==> config.mk <==
export PLATFORM = sky130hd
export DESIGN_NAME = uart_tx
export DESIGN_NICKNAME = d
export VERILOG_FILES = /design/src/rtl/uart_tx.sv
export SDC_FILE = /design/constraint.sdc
export NUM_CORES = 1
export LEC_CHECK = 0
export ABC_CLOCK_PERIOD_IN_PS = 2750
export CAP_MARGIN = 10
export CORE_MARGIN = 10
export CORE_UTILIZATION = 50
export DETAILED_ROUTE_END_ITERATION = 7
export GPL_TIMING_DRIVEN = 0
export PLACE_DENSITY = 0.76
export REMOVE_ABC_BUFFERS = 1
export SLEW_MARGIN = 20
export SYNTH_ARGS = -nofsm -noshare
export SYNTH_HDL_FRONTEND = slang
export SYNTH_SLANG_ARGS = --single-unit
==> constraint.sdc <==
create_clock -name CLK -period 2.75 [get_ports CLK]
set_input_delay 0.4125 -clock CLK [delete_from_list [all_inputs] [get_ports CLK]]
set_output_delay 0.4125 -clock CLK [all_outputs]
set_load 0.01 [all_outputs]
==> src/rtl/uart_tx.sv <==
// uart_tx: serial transmitter framing one byte as start, LSB-first data, optional parity, stop.
// Runs on the divided bit clock; TX_OUT and Busy are registered from the next-state decode.
module uart_tx #(
   parameter int DATA_WIDTH = 8
) (
   input  logic                  CLK,
   input  logic                  RST,
   input  logic [DATA_WIDTH-1:0] P_DATA,
   input  logic                  Data_Valid,
   input  logic                  PAR_EN,
   input  logic                  PAR_TYP,
   output logic                  TX_OUT,
   output logic                  Busy
);
   localparam int CW = DATA_WIDTH > 1 ? $clog2(DATA_WIDTH) : 1;
   typedef enum logic [2:0] {IDLE, START, DATA, PARITY, STOP} state_t;
   state_t                state, next_state;
   logic [DATA_WIDTH-1:0] data_r;
   logic                  par_en_r, par_typ_r;
   logic [CW-1:0]         bit_cnt, cnt_nxt;
   logic                  tx_nxt, busy_nxt;
   always_ff @(posedge CLK or negedge RST) begin
      if (!RST) begin
         state     <= IDLE;
         data_r    <= '0;
         par_en_r  <= 1'b0;
         par_typ_r <= 1'b0;
         bit_cnt   <= '0;
      end else begin
         state   <= next_state;
         bit_cnt <= cnt_nxt;
         if (state == IDLE && Data_Valid) begin
            data_r    <= P_DATA;
            par_en_r  <= PAR_EN;
            par_typ_r <= PAR_TYP;
         end
      end
   end
   always_comb begin
      next_state = IDLE;
      case (state)
         IDLE:    next_state = Data_Valid ? START : IDLE;
         START:   next_state = DATA;
         DATA:    next_state = (bit_cnt == CW'(DATA_WIDTH - 1)) ? (par_en_r ? PARITY : STOP) : DATA;
         PARITY:  next_state = STOP;
         default: next_state = IDLE;
      endcase
      cnt_nxt = (state == DATA) ? bit_cnt + CW'(1) : '0;
   end
   // Outputs are decoded from the upcoming state so the registered line changes on the same edge.
   always_comb begin
      tx_nxt   = (next_state == START)  ? 1'b0 :
                 (next_state == DATA)   ? data_r[cnt_nxt] :
                 (next_state == PARITY) ? (^data_r) ^ par_typ_r : 1'b1;
      busy_nxt = next_state != IDLE;
   end
   always_ff @(posedge CLK or negedge RST) begin
      if (!RST) begin
         TX_OUT <= 1'b1;
         Busy   <= 1'b0;
      end else begin
         TX_OUT <= tx_nxt;
         Busy   <= busy_nxt;
      end
   end
endmodule

* After elaboration in Yosys (flattened, before gate mapping) *
Index checks and enable logic that the tools add are counted.

storage, ports and cells
  register bits = 18
  output and inout port bits = 2
  word-level logic and storage cells = 31

cells by class
  $add $sub $neg = 1
  magnitude comparators = 1
  equal/unequal tests = 7
  multiplexer cells = 10
  bitwise operators = 1
  reduce and logical (&&, ||, !) cells = 4

operators with widths
  cell                   count
  $eq A3 B2 Y1 const B   4
  $pmux W3 S4            1
  $mux W3                3
  $reduce_xor A8 Y1      1
  $eq A3 B1 Y1 const B   2
  $mux W1                5
  $lt A3 B4 Y1 const B   1
  $add A3 B1 Y3 const B  1
  $bmux W1 S3            1
  $eq A3 B3 Y1 const B   1
  $logic_not A3 Y1       1
  $reduce_bool A3 Y1     1
  $logic_and A1 B1 Y1    1
  $xor A1 B1 Y1          1

* Logic depth before layout (Yosys ltp) *
  depth in word-level cells = 7
  depth in mapped cells = 7
  gate-level depth less buffers = 7

* Worst setup path after synthesis *
No wires, ideal clock.

  path type = register to register
  from = register bit_cnt[0]
  to = register TX_OUT
  setup time = 0.095 ns
  arrival = 1.684 ns
  data required time = 2.655 ns
  slack = 0.971 ns
  stages on the path, launching flop included = 8
  period minus slack after synthesis = 1.779 ns
  cell sequence = dfrtp_1 ha_1 ha_1 and4bb_1 mux2i_1 a21oi_1 o211ai_1 o221ai_1

between the ends
  elaborated cells between the ends (all ways) = 13
  those cells by class = 1 x add/sub; 4 x eq/ne; 8 x mux

RTL lines
  element                        line  text
  start: declaration             20    logic [CW-1:0] bit_cnt, cnt_nxt;
  start signal: assignment       31    bit_cnt <= cnt_nxt;
  $add A3 B1 Y3                  48    cnt_nxt = (state == DATA) ? bit_cnt + CW'(1) : '0;
  $mux W3                        48
  named net cnt_nxt[2]           20
  $bmux W1 S3                    53    (next_state == DATA) ? data_r[cnt_nxt] :
  $mux W1 (not written as such)  53
  $mux W1                        53
  $mux W1                        52    tx_nxt = (next_state == START) ? 1'b0 :
  named net tx_nxt               21    logic tx_nxt, busy_nxt;
  end signal: assignment         62    TX_OUT <= tx_nxt;
  end: declaration               12    output logic TX_OUT,

The timed path passes the listed nets, and every way through them passes these cells. The select of a mux whose other input is x is not followed.
A chain may end at the register's enable or synchronous reset.

* Worst setup path after layout *
Same ends and word-level chain as after synthesis.

==> impl_metrics.yaml <==
logic_synthesis:
  yosysWarnings: 0
  netlist_top_cells_count: "17 x dfrtp_1, 9 x mux2_2, 7 x xnor2_1"
  synth_most_common_cell: "dfrtp_1"
  synth-seq-area-share_pct: 51.1
  async_flop_share_pct: 100
  synth_ff_type: "dfrtp_1"
  synth_cells: 74
  syn_area_um2: 885
  ys_ff_latch: 18
  avgSynthCellArea_um2: 12.0
  ys_types: 25
  synthTopCellsByArea: "dfrtp_1 48%, mux2_2 11%, xnor2_1 6.9%"
  synth_top_area_share_pct: 48.1
  synth_area_leader_cell: "dfrtp_1"
  synth-edff-count: 0
placement:
  dpl.hpwl_mm: 1.26
  io_buffers: 14
  placed_cells: 111
  place_congestion: 0.804
  pre_cts_slack_ns: 0.600
clocking:
  ctsHtreeMaxLevel: 1
  clkTransAtPathRegs_ns: 0.10
  postCtsHoldBufs: 0
  cts_made_buffers: 3
  clock-sinks: 18
  ctsResizeCount: 0
  cts_tree: "yes"
  cts_root_buf: "clkbuf_4"
  clock_latency_ns: 0.30
  cts_setup_buffers: 0
  cts_buffer_depth: 2
route:
  viasPerCell: 5.37
  ant_nets: 0
  drc: 0
  vias: 617
  wl_per_cell_um: 13.9
  wl_mm: 1.59
  first_pass_iters: 4
  drt-initial-drc-count: 3
die:
  io_pins: 15
  die_h_um: 62.1
  rows: 15
  dieArea_um2: 3850
  core_area_um2: 1710
  start_util_pct: 51.8
  die_w_um: 62.1
finish:
  area_growth_pct: 22.2
  final_util_pct: 63.3
  diodes: 0
  final_nets: 106
  fin_cells: 115
  layout-drive-gt1-share_pct: 16.7
sta:
  worst_slack_ns: 0.770
  setup-violations-final: 0
  rsz0062_at_grt: "no"
  maxClockFrequency_mhz: 505
  post-route-period-util_pct: 72.0
  clock_skew_ns: 0.00776
  worstMarginPinSlew_ns: 0.776
  finalHoldViolations: 0
  fin_crit_ns: 1.98
  drv_slew: 0
  setup_tns_ns: 0
  relSlewSlack_pct: 48.1
  fin_hold_ws_ns: 0.543
pwr:
  peakVddDrop_mv: 0.584
  power.density_nw_per_um2: 1140
  cellLeakagePower_nw: 0.445
setup_path:
  cp_cell_sequence: "ha_1 > ha_1 > and4bb_1 > mux2i_1 > a21oi_1 > o211ai_1 > o221ai_1"
  end_kind: "register"
  critPathKind: "register to register"
  cp.buffers_inverters: 0
  arrival_ns: 2.18
  crit_fanout: 7
  startpoint_type: "register"
  cp_common_cell: "ha_1"
  reg2reg_slack_ns: 0.77
  cp_slowest_cell: "dfrtp_1"
  crit_family: "adder cells"
  critPathRequiredTime_ns: 2.95
  critPathMaxStageDelay_ns: 0.44
grt:
  grt.overflow.total: 0
  grt_first_pass_wirelength_mm: 2.75
  antenna_found_initial: 0
  grt_pass1_vias: 622
  grt_max_degree: 19
  grt_usage_pct: 9.45
run:
  cap_violations: 0
hold_path:
  hp-class: "register to register"
run_status:
  status: "finished, final reports clean"
[final timing paths]
kind | cells past startpoint | startpoint | to
max | 7 | bit_cnt[0] | TX_OUT
min | 1 | par_typ_r | par_typ_r
max reg2reg | 7 | bit_cnt[0] | TX_OUT
min reg2reg | 1 | par_typ_r | par_typ_r
max in group asynchronous | 1 | RST | data_r[3]
min in group asynchronous | 1 | RST | par_en_r
[cell type report]
| cell class | instances | area, um2 |
|---|---|---|
| Clock buffer | 4 | 26.3 |
| Fill cell | 154 | 627 |
| Multi-Input combinational cell | 51 | 420 |
| Sequential cell | 18 | 452 |
| Tap cell | 25 | 31.3 |
| Timing Repair Buffer | 14 | 140 |
| Inverter | 3 | 11.3 |
[flip-flops by register name, summed over array words and instances (netlist names)]
register	flops
Busy	1
par_en_r	1
bit_cnt	3
par_typ_r	1
state	3
TX_OUT	1
data_r	8
[cells in the final DEF (no fill, tap or decap)]
cell / count
dfrtp_1: 17
clkdlybuf4s50_1: 14
mux2_2: 9
xnor2_1: 7
nor2_1: 5
a211oi_1: 4
nor2b_1: 4
inv_1: 3
nor3_1: 3
clkbuf_4: 3
nand3_1: 2
a21oi_1: 2
nand2_1: 2
ha_1: 2
dfstp_2: 1
nand2b_1: 1
nor3b_4: 1
and4bb_1: 1
nor4b_4: 1
xor2_1: 1
mux2i_1: 1
a31oi_1: 1
or3b_1: 1
o211ai_1: 1
o221ai_1: 1
o21ai_0: 1
clkbuf_1: 1
[worst reg2reg max path, stage by stage (launching register included)]
cell and delay (ns):
dfrtp_1 0.44, ha_1 0.22, ha_1 0.38, and4bb_1 0.26
mux2i_1 0.20, a21oi_1 0.08, o211ai_1 0.16, o221ai_1 0.13
[cell families (layout without fill, tap and decap cells)]
kind of cell / count (synthesis) / in the layout / synth area share (%)
adders and majority gates: 2 / 2 / 2.83
buffers and inverters: 5 / 21 / 2.40
DFF: 18 / 18 / 51.1
AOI/OAI and AO/OA: 10 / 10 / 7.64
and+or+nand+nor: 21 / 21 / 15.6
xor gates and xnor gates: 8 / 8 / 7.92
muxes: 10 / 10 / 12.6
[metrics by stage]
stage	total power, W	instance area, um2
finish	0.00123	1080
global route	0.00133	1080
CTS	0.00125	1080
detailed placement	0.00111	1050
global placement	0.00108	1050
floorplan	0.000955	875
[where the power goes]
group | internal (W) | switching, W
Clock | 0.0000565 | 0.0000802
Combinational | 0.000346 | 0.000240
Sequential | 0.000386 | 0.000125
[routing by layer]
| metal | wire length, um | GRT usage, % |
|---|---|---|
| met1 | 614 | 10.4 |
| met2 | 843 | 16.5 |
| met3 | 113 | 3.46 |
| met4 | 21 | 2.87 |
| met5 | 0 | 0 |
Power figures use the tool's default switching activity.
